[config.mk]
export PLATFORM = sky130hd
export DESIGN_NAME = nettlp_tx_encap
export DESIGN_NICKNAME = d
export VERILOG_FILES = /design/src/rtl/nettlp_tx_encap.sv
export SDC_FILE = /design/constraint.sdc
export NUM_CORES = 1
export LEC_CHECK = 0
export ABC_AREA = 1
export CAP_MARGIN = 20
export CORE_ASPECT_RATIO = 2
export CORE_MARGIN = 10
export CORE_UTILIZATION = 56
export DETAILED_ROUTE_END_ITERATION = 6
export PLACE_DENSITY_LB_ADDON = 0.12
export SLEW_MARGIN = 20
export SYNTH_ARGS = -nofsm -noshare
export SYNTH_HDL_FRONTEND = slang
export SYNTH_SLANG_ARGS = --single-unit
[constraint.sdc]
create_clock -name clk156 -period 11.28 [get_ports clk156]
set_input_delay 1.692 -clock clk156 [delete_from_list [all_inputs] [get_ports clk156]]
set_output_delay 1.692 -clock clk156 [all_outputs]
set_load 0.02 [all_outputs]
[src/rtl/nettlp_tx_encap.sv]
// rtl/nettlp_tx_encap.sv - NetTLP Ethernet/IPv4/UDP encapsulation of RX TLPs onto the 10G TX stream
module nettlp_tx_encap #(
    parameter logic [7:0]  IP_TTL    = 8'd64,
    parameter logic [7:0]  IP_PROTO  = 8'h11,
    parameter logic [15:0] ETHERTYPE = 16'h0800
) (
    input  logic         clk156,
    input  logic         sys_rst_n,
    input  logic [106:0] fifo_dout,
    input  logic         fifo_empty,
    output logic         fifo_rd_en,
    input  logic [47:0]  cfg_dst_mac,
    input  logic [47:0]  cfg_src_mac,
    input  logic [31:0]  cfg_src_ip,
    input  logic [31:0]  cfg_dst_ip,
    input  logic [15:0]  cfg_src_port,
    input  logic [15:0]  cfg_dst_port,
    input  logic [31:0]  tstamp_in,
    input  logic         eth_tready,
    output logic         eth_tvalid,
    output logic [63:0]  eth_tdata,
    output logic [7:0]   eth_tkeep,
    output logic         eth_tlast,
    output logic         eth_tuser
);
    localparam logic [2:0] IDLE    = 3'd0;
    localparam logic [2:0] CSUM0   = 3'd1;
    localparam logic [2:0] CSUM1   = 3'd2;
    localparam logic [2:0] HDR     = 3'd3;
    localparam logic [2:0] PAYLOAD = 3'd4;

    // FIFO entry: {tlp_len[10:0], tvalid, tlast, tkeep[7:0], tdata[63:0], tuser[21:0]}
    logic [10:0] head_len;
    logic        head_tlast;
    logic [7:0]  head_tkeep;
    logic [63:0] head_tdata;
    logic        unused_fifo_bits;

    assign head_len         = fifo_dout[106:96];
    assign head_tlast       = fifo_dout[94];
    assign head_tkeep       = fifo_dout[93:86];
    assign head_tdata       = fifo_dout[85:22];
    assign unused_fifo_bits = ^{fifo_dout[95], fifo_dout[21:0]};

    logic [2:0]  state;
    logic [2:0]  beat;
    logic [47:0] dst_mac_q, src_mac_q;
    logic [31:0] src_ip_q, dst_ip_q, tstamp_q;
    logic [15:0] src_port_q, dst_port_q;
    logic [11:0] len_q;
    logic [15:0] id_q, id_cnt;
    logic [9:0]  seq_q, seq_cnt;
    logic [31:0] sum_q;
    logic [15:0] csum_q;

    logic [15:0]  tot_len, udp_len;
    logic [31:0]  sum_c, fold1, fold2;
    logic [383:0] hdr_be;
    logic [63:0]  hdr_chunk, hdr_beat;
    logic         accept;

    assign tot_len = 16'd34 + {4'b0, len_q};
    assign udp_len = 16'd14 + {4'b0, len_q};

    assign sum_c = 32'h0000_4500 + {16'b0, tot_len} + {16'b0, id_q} + 32'h0000_4000
                 + {16'b0, IP_TTL, IP_PROTO}
                 + {16'b0, src_ip_q[31:16]} + {16'b0, src_ip_q[15:0]}
                 + {16'b0, dst_ip_q[31:16]} + {16'b0, dst_ip_q[15:0]};

    assign fold1 = {16'b0, sum_q[15:0]} + {16'b0, sum_q[31:16]};
    assign fold2 = {16'b0, fold1[15:0]} + {16'b0, fold1[31:16]};

    // Header in network order, first wire byte in the MSBs
    assign hdr_be = {dst_mac_q, src_mac_q, ETHERTYPE,
                     8'h45, 8'h00, tot_len, id_q, 16'h4000, IP_TTL, IP_PROTO, csum_q,
                     src_ip_q, dst_ip_q,
                     src_port_q, dst_port_q, udp_len, 16'h0000,
                     6'b0, seq_q, tstamp_q};

    always_comb begin
        hdr_chunk = 64'h0;
        case (beat)
            3'd0:    hdr_chunk = hdr_be[383:320];
            3'd1:    hdr_chunk = hdr_be[319:256];
            3'd2:    hdr_chunk = hdr_be[255:192];
            3'd3:    hdr_chunk = hdr_be[191:128];
            3'd4:    hdr_chunk = hdr_be[127:64];
            3'd5:    hdr_chunk = hdr_be[63:0];
            default: hdr_chunk = 64'h0;
        endcase
        hdr_beat = 64'h0;
        for (int j = 0; j < 8; j++) begin
            hdr_beat[8*j +: 8] = hdr_chunk[63-8*j -: 8];
        end
    end

    always_comb begin
        eth_tvalid = 1'b0;
        eth_tdata  = 64'h0;
        eth_tkeep  = 8'h00;
        eth_tlast  = 1'b0;
        fifo_rd_en = 1'b0;
        if (state == HDR) begin
            eth_tvalid = 1'b1;
            eth_tdata  = hdr_beat;
            eth_tkeep  = 8'hFF;
        end else if (state == PAYLOAD) begin
            eth_tvalid = !fifo_empty;
            eth_tdata  = head_tdata;
            eth_tkeep  = head_tkeep;
            eth_tlast  = head_tlast;
            fifo_rd_en = !fifo_empty && eth_tready;
        end
    end

    assign eth_tuser = 1'b0;
    assign accept    = eth_tvalid && eth_tready;

    always_ff @(posedge clk156 or negedge sys_rst_n) begin
        if (!sys_rst_n) begin
            state      <= IDLE;
            beat       <= 3'd0;
            dst_mac_q  <= 48'h0;
            src_mac_q  <= 48'h0;
            src_ip_q   <= 32'h0;
            dst_ip_q   <= 32'h0;
            src_port_q <= 16'h0;
            dst_port_q <= 16'h0;
            tstamp_q   <= 32'h0;
            len_q      <= 12'h0;
            id_q       <= 16'h0;
            seq_q      <= 10'h0;
            id_cnt     <= 16'h0;
            seq_cnt    <= 10'h0;
            sum_q      <= 32'h0;
            csum_q     <= 16'h0;
        end else begin
            case (state)
                IDLE: begin
                    if (!fifo_empty) begin
                        dst_mac_q  <= cfg_dst_mac;
                        src_mac_q  <= cfg_src_mac;
                        src_ip_q   <= cfg_src_ip;
                        dst_ip_q   <= cfg_dst_ip;
                        src_port_q <= cfg_src_port;
                        dst_port_q <= cfg_dst_port;
                        tstamp_q   <= tstamp_in;
                        // An 11-bit length of zero stands for the 2048-byte maximum TLP
                        len_q      <= (head_len == 11'd0) ? 12'd2048 : {1'b0, head_len};
                        id_q       <= id_cnt;
                        seq_q      <= seq_cnt;
                        state      <= CSUM0;
                    end
                end
                CSUM0: begin
                    sum_q <= sum_c;
                    state <= CSUM1;
                end
                CSUM1: begin
                    csum_q <= ~fold2[15:0];
                    beat   <= 3'd0;
                    state  <= HDR;
                end
                HDR: begin
                    if (accept) begin
                        if (beat == 3'd5) begin
                            id_cnt  <= id_cnt + 16'd1;
                            seq_cnt <= seq_cnt + 10'd1;
                            state   <= PAYLOAD;
                        end else begin
                            beat <= beat + 3'd1;
                        end
                    end
                end
                PAYLOAD: begin
                    if (accept && head_tlast) begin
                        state <= IDLE;
                    end
                end
                default: state <= IDLE;
            endcase
        end
    end
endmodule

==> reports/results.txt <==
Status -> finished, final reports clean
Max-slew violation total from the final report -> 0
Gp weighted congestion -> 0.9514
Final critical path time including I/O delays and setup -> 6.247 ns
Number of ports placed on the die boundary -> 411
Drt total wl -> 68.40 mm
DRC violation total after the first TritonRoute iteration -> 1,252
Number of global-route vias before repair -> 17,010
Proportion of synthesized chip area in sequential cells -> 44.20%
Number of instances resized during post-cts repair -> 0
Routed vias/inst -> 5.731
Share of the cycle needed by the critical path after routing -> 55.38%
Global-route usage over all layers -> 32.75%
Count of flip-flops with a built-in enable after synthesis -> 0
Series of cell instances along the critical path -> inv_1, ha_1, nand2_2, clkinv_1, buf_4, nand2_1, o21ai_0, a21oi_1, nand3_1, a22o_1, clkdlybuf4s50_1
Number of warnings issued by yosys -> 0
Terminating pin of the worst hold path -> sum_q[2]
Fraction of final layout cells sized beyond drive strength 1 -> 11.82%
HPWL Detailed -> 53.16 mm
Startpoint of the worst register-to-register path -> len_q[1]
TritonCTS buffer count -> 30
Crit path largest cell delay -> 0.69 ns
Post-CTS Setup Repair Bufs -> 0
Area of the die -> 41,400 sq um
Maximum net fanout on the critical path -> 29
Count of endpoints failing setup in the final report -> 0
Final setup TNS -> 0 ns
Clock edge transition at the registers on the reported setup and hold paths -> 0.07 ns
Path type of the worst setup path -> reg -> out
Launch point of the worst hold path -> sum_q[2]
Synthesis-to-layout area growth -> 28.22%
Row count -> 94
Die boundary width -> 149.0 um
Height of the chip -> 277.9 um
CTS tree -> built
Placed instance area -> 22,810 sq um
Antenna violations before repair -> 22
Crit-path leading delay family -> buffers and inverters
Remaining antenna violation count after routing -> 0
Clock sink count -> 329
Mapped Nets -> 2,439
Max-cap violation count -> 0
Worst EP arrival -> 4.55 ns
Final hold vios -> 0
Critical path startpoint category -> flop
Buffers from clock root to sink, at most -> 3
R2r setup slk -> 5.64 ns
Hold bufs inserted after CTS -> 0
Routed via count -> 16,110
Number of input and output port buffers inserted -> 386
Maximum number of pins on one net before global-route repair -> 221
Grt total ovfl -> 0
Post-route clock skew -> 0.01702 ns
Critical Path Sink Type -> primary output
Slowest cell on the critical path -> clkinv_1
Synth cell types -> 48
Cell depth of the worst hold path -> 2
Headroom to the max-slew limit -> 21.24%
Average cell area after synthesis -> 9.350 sq um
Worst hold path class -> reg -> reg
Iteration count of the initial detailed-routing pass -> 5
Wire length of the first global-routing pass -> 102.5 mm
Post-Syn Instances -> 1,992
Latest clock arrival within the worst-skew pair -> 0.58 ns
Worst slew pin tran -> 1.181 ns
CORE AREA -> 32,930 sq um
Number of remaining DRC errors -> 0
Required time worst endpoint -> 9.59 ns
Reg2reg path depth -> 20
Reg-to-reg endpoint -> sum_q[13]
Starting density of the core -> 56.56%
Wire length per cell -> 24.34 um
Setup repair after global routing missed its margin -> no
Post-layout nets -> 2,784
Achievable clock frequency -> 0.1601 GHz
Final std cell area, no fill -> 23,880 sq um
Worst slack on hold paths -> 0.4861 ns
Clk Tree Root Cell -> clkbuf_16
Post-Syn Area -> 18,630 sq um
Leading register cell type out of synthesis -> dfrtp_1
Number of register bits inferred by synthesis -> 329
H-Tree Level Count -> 1
Buffers and inverters on the worst path -> 4
Async set-reset flop share out of synthesis -> 100.0%
## synthesized netlist by cell type (13+ instances only)
| cell | n | area [sq um] |
|---|---|---|
| fa_1 | 60 | 1201 |
| nand4_1 | 15 | 93.84 |
| ha_1 | 52 | 650.6 |
| dfrtp_1 | 329 | 8233 |
| nor3_1 | 13 | 65.06 |
| buf_2 | 27 | 135.1 |
| nand2_1 | 391 | 1468 |
| a221oi_1 | 43 | 376.6 |
| o21ai_0 | 135 | 675.7 |
| nor2_1 | 121 | 454.2 |
| inv_1 | 233 | 874.6 |
| mux2_2 | 179 | 2016 |
| nand3_1 | 90 | 450.4 |
| xor2_1 | 29 | 254.0 |
| clkbuf_1 | 56 | 210.2 |
| a21oi_1 | 80 | 400.4 |
| a22o_1 | 24 | 210.2 |
## tightest hold or removal path: stages (launching register included)
cell,delay (ns)
dfrtp_1,0.35
nand2_1,0.06
nand2_1,0.05
## kinds of logic (layout without fill, tap and decap cells)
family / count (synthesis) / in the layout / synth area share [%]
flops: 329 / 329 / 44.20
compound gates: 343 / 343 / 11.33
mux: 179 / 179 / 10.82
simple gates: 661 / 661 / 15.03
xor+xnor: 37 / 37 / 1.740
buf+inv: 330 / 698 / 6.913
fa+ha+maj: 112 / 112 / 9.942
other cells: 1 / 19 / 0.02013
## state kept, by name, indices dropped and copies added (netlist names)
name	count
src_mac_q	48
beat	3
len_q	12
dst_ip_q	32
dst_mac_q	48
state	3
tstamp_q	32
src_ip_q	32
seq_cnt	10
src_port_q	16
sum_q	19
dst_port_q	16
id_cnt	16
seq_q	10
id_q	16
csum_q	16
## how the worst max path moves through the flow
stage	from	to	slack [ns]	depth (start not counted)
final	beat[0]	eth_tdata[3]	5.03	11
after global routing	beat[0]	eth_tdata[3]	4.92	11
after CTS	beat[0]	eth_tdata[3]	5.12	11
after detailed placement	beat[0]	eth_tdata[3]	5.71	11
after global placement	beat[0]	eth_tdata[3]	5.73	11
after floorplan	len_q[1]	sum_q[13]	6.71	20
## placed cells by master, fill, tap and decap left out, types with 6 or more instances in the layout
cell and count:
nand2_1 391, clkdlybuf4s50_1 385, dfrtp_1 329, inv_1 233, mux2_2 179, o21ai_0 135
nor2_1 119, nand3_1 89, a21oi_1 80, fa_1 60, ha_1 52, a221oi_1 43
clkbuf_16 31, xor2_1 29, a22o_1 24, diode_2 18, nand4_1 15, buf_4 15
nor3_1 13, o211ai_1 11, o22ai_1 10, o2111ai_1 9, xnor2_1 8, a211oi_1 8
clkbuf_8 7, or2_2 6, a31oi_1 6, a21o_1 6
## metrics by stage
stage | instances | setup slack [ns] | util (%)
after floorplan | 1992 | 6.715 | -
after global placement | 2736 | 5.733 | 69.27
after CTS | 2791 | 5.123 | 72.30
final | 2810 | 5.033 | 72.52
after global routing | 2810 | 4.921 | 72.52
after detailed placement | 2736 | 5.707 | 69.27
## per-layer routing
layer / part of all wire [%] / vias up / wire length [um] / global-route usage [%]
li1: - / 7329 / - / -
met1: 32 / 7950 / 22170 / 32.65
met2: 54 / 622 / 37070 / 59.21
met3: 5.1 / 198 / 3510 / 5.104
met4: 8.2 / 6 / 5608 / 24.21
met5: 0.056 / - / 38 / 0
## layout make-up
class	count	area, sq um
Multi-Input combinational cell	1333	9120
Fill cell	2571	9050
Sequential cell	329	8233
Timing Repair Buffer	404	4049
Inverter	239	897.1
Clock buffer	42	887.1
Tap cell	432	540.5
Clock inverter	13	110.1
Antenna cell	18	45.04
Power is left out: the tool's default activity adds up to more than one toggle a clock period on the data nets, which glitch-free logic cannot reach.
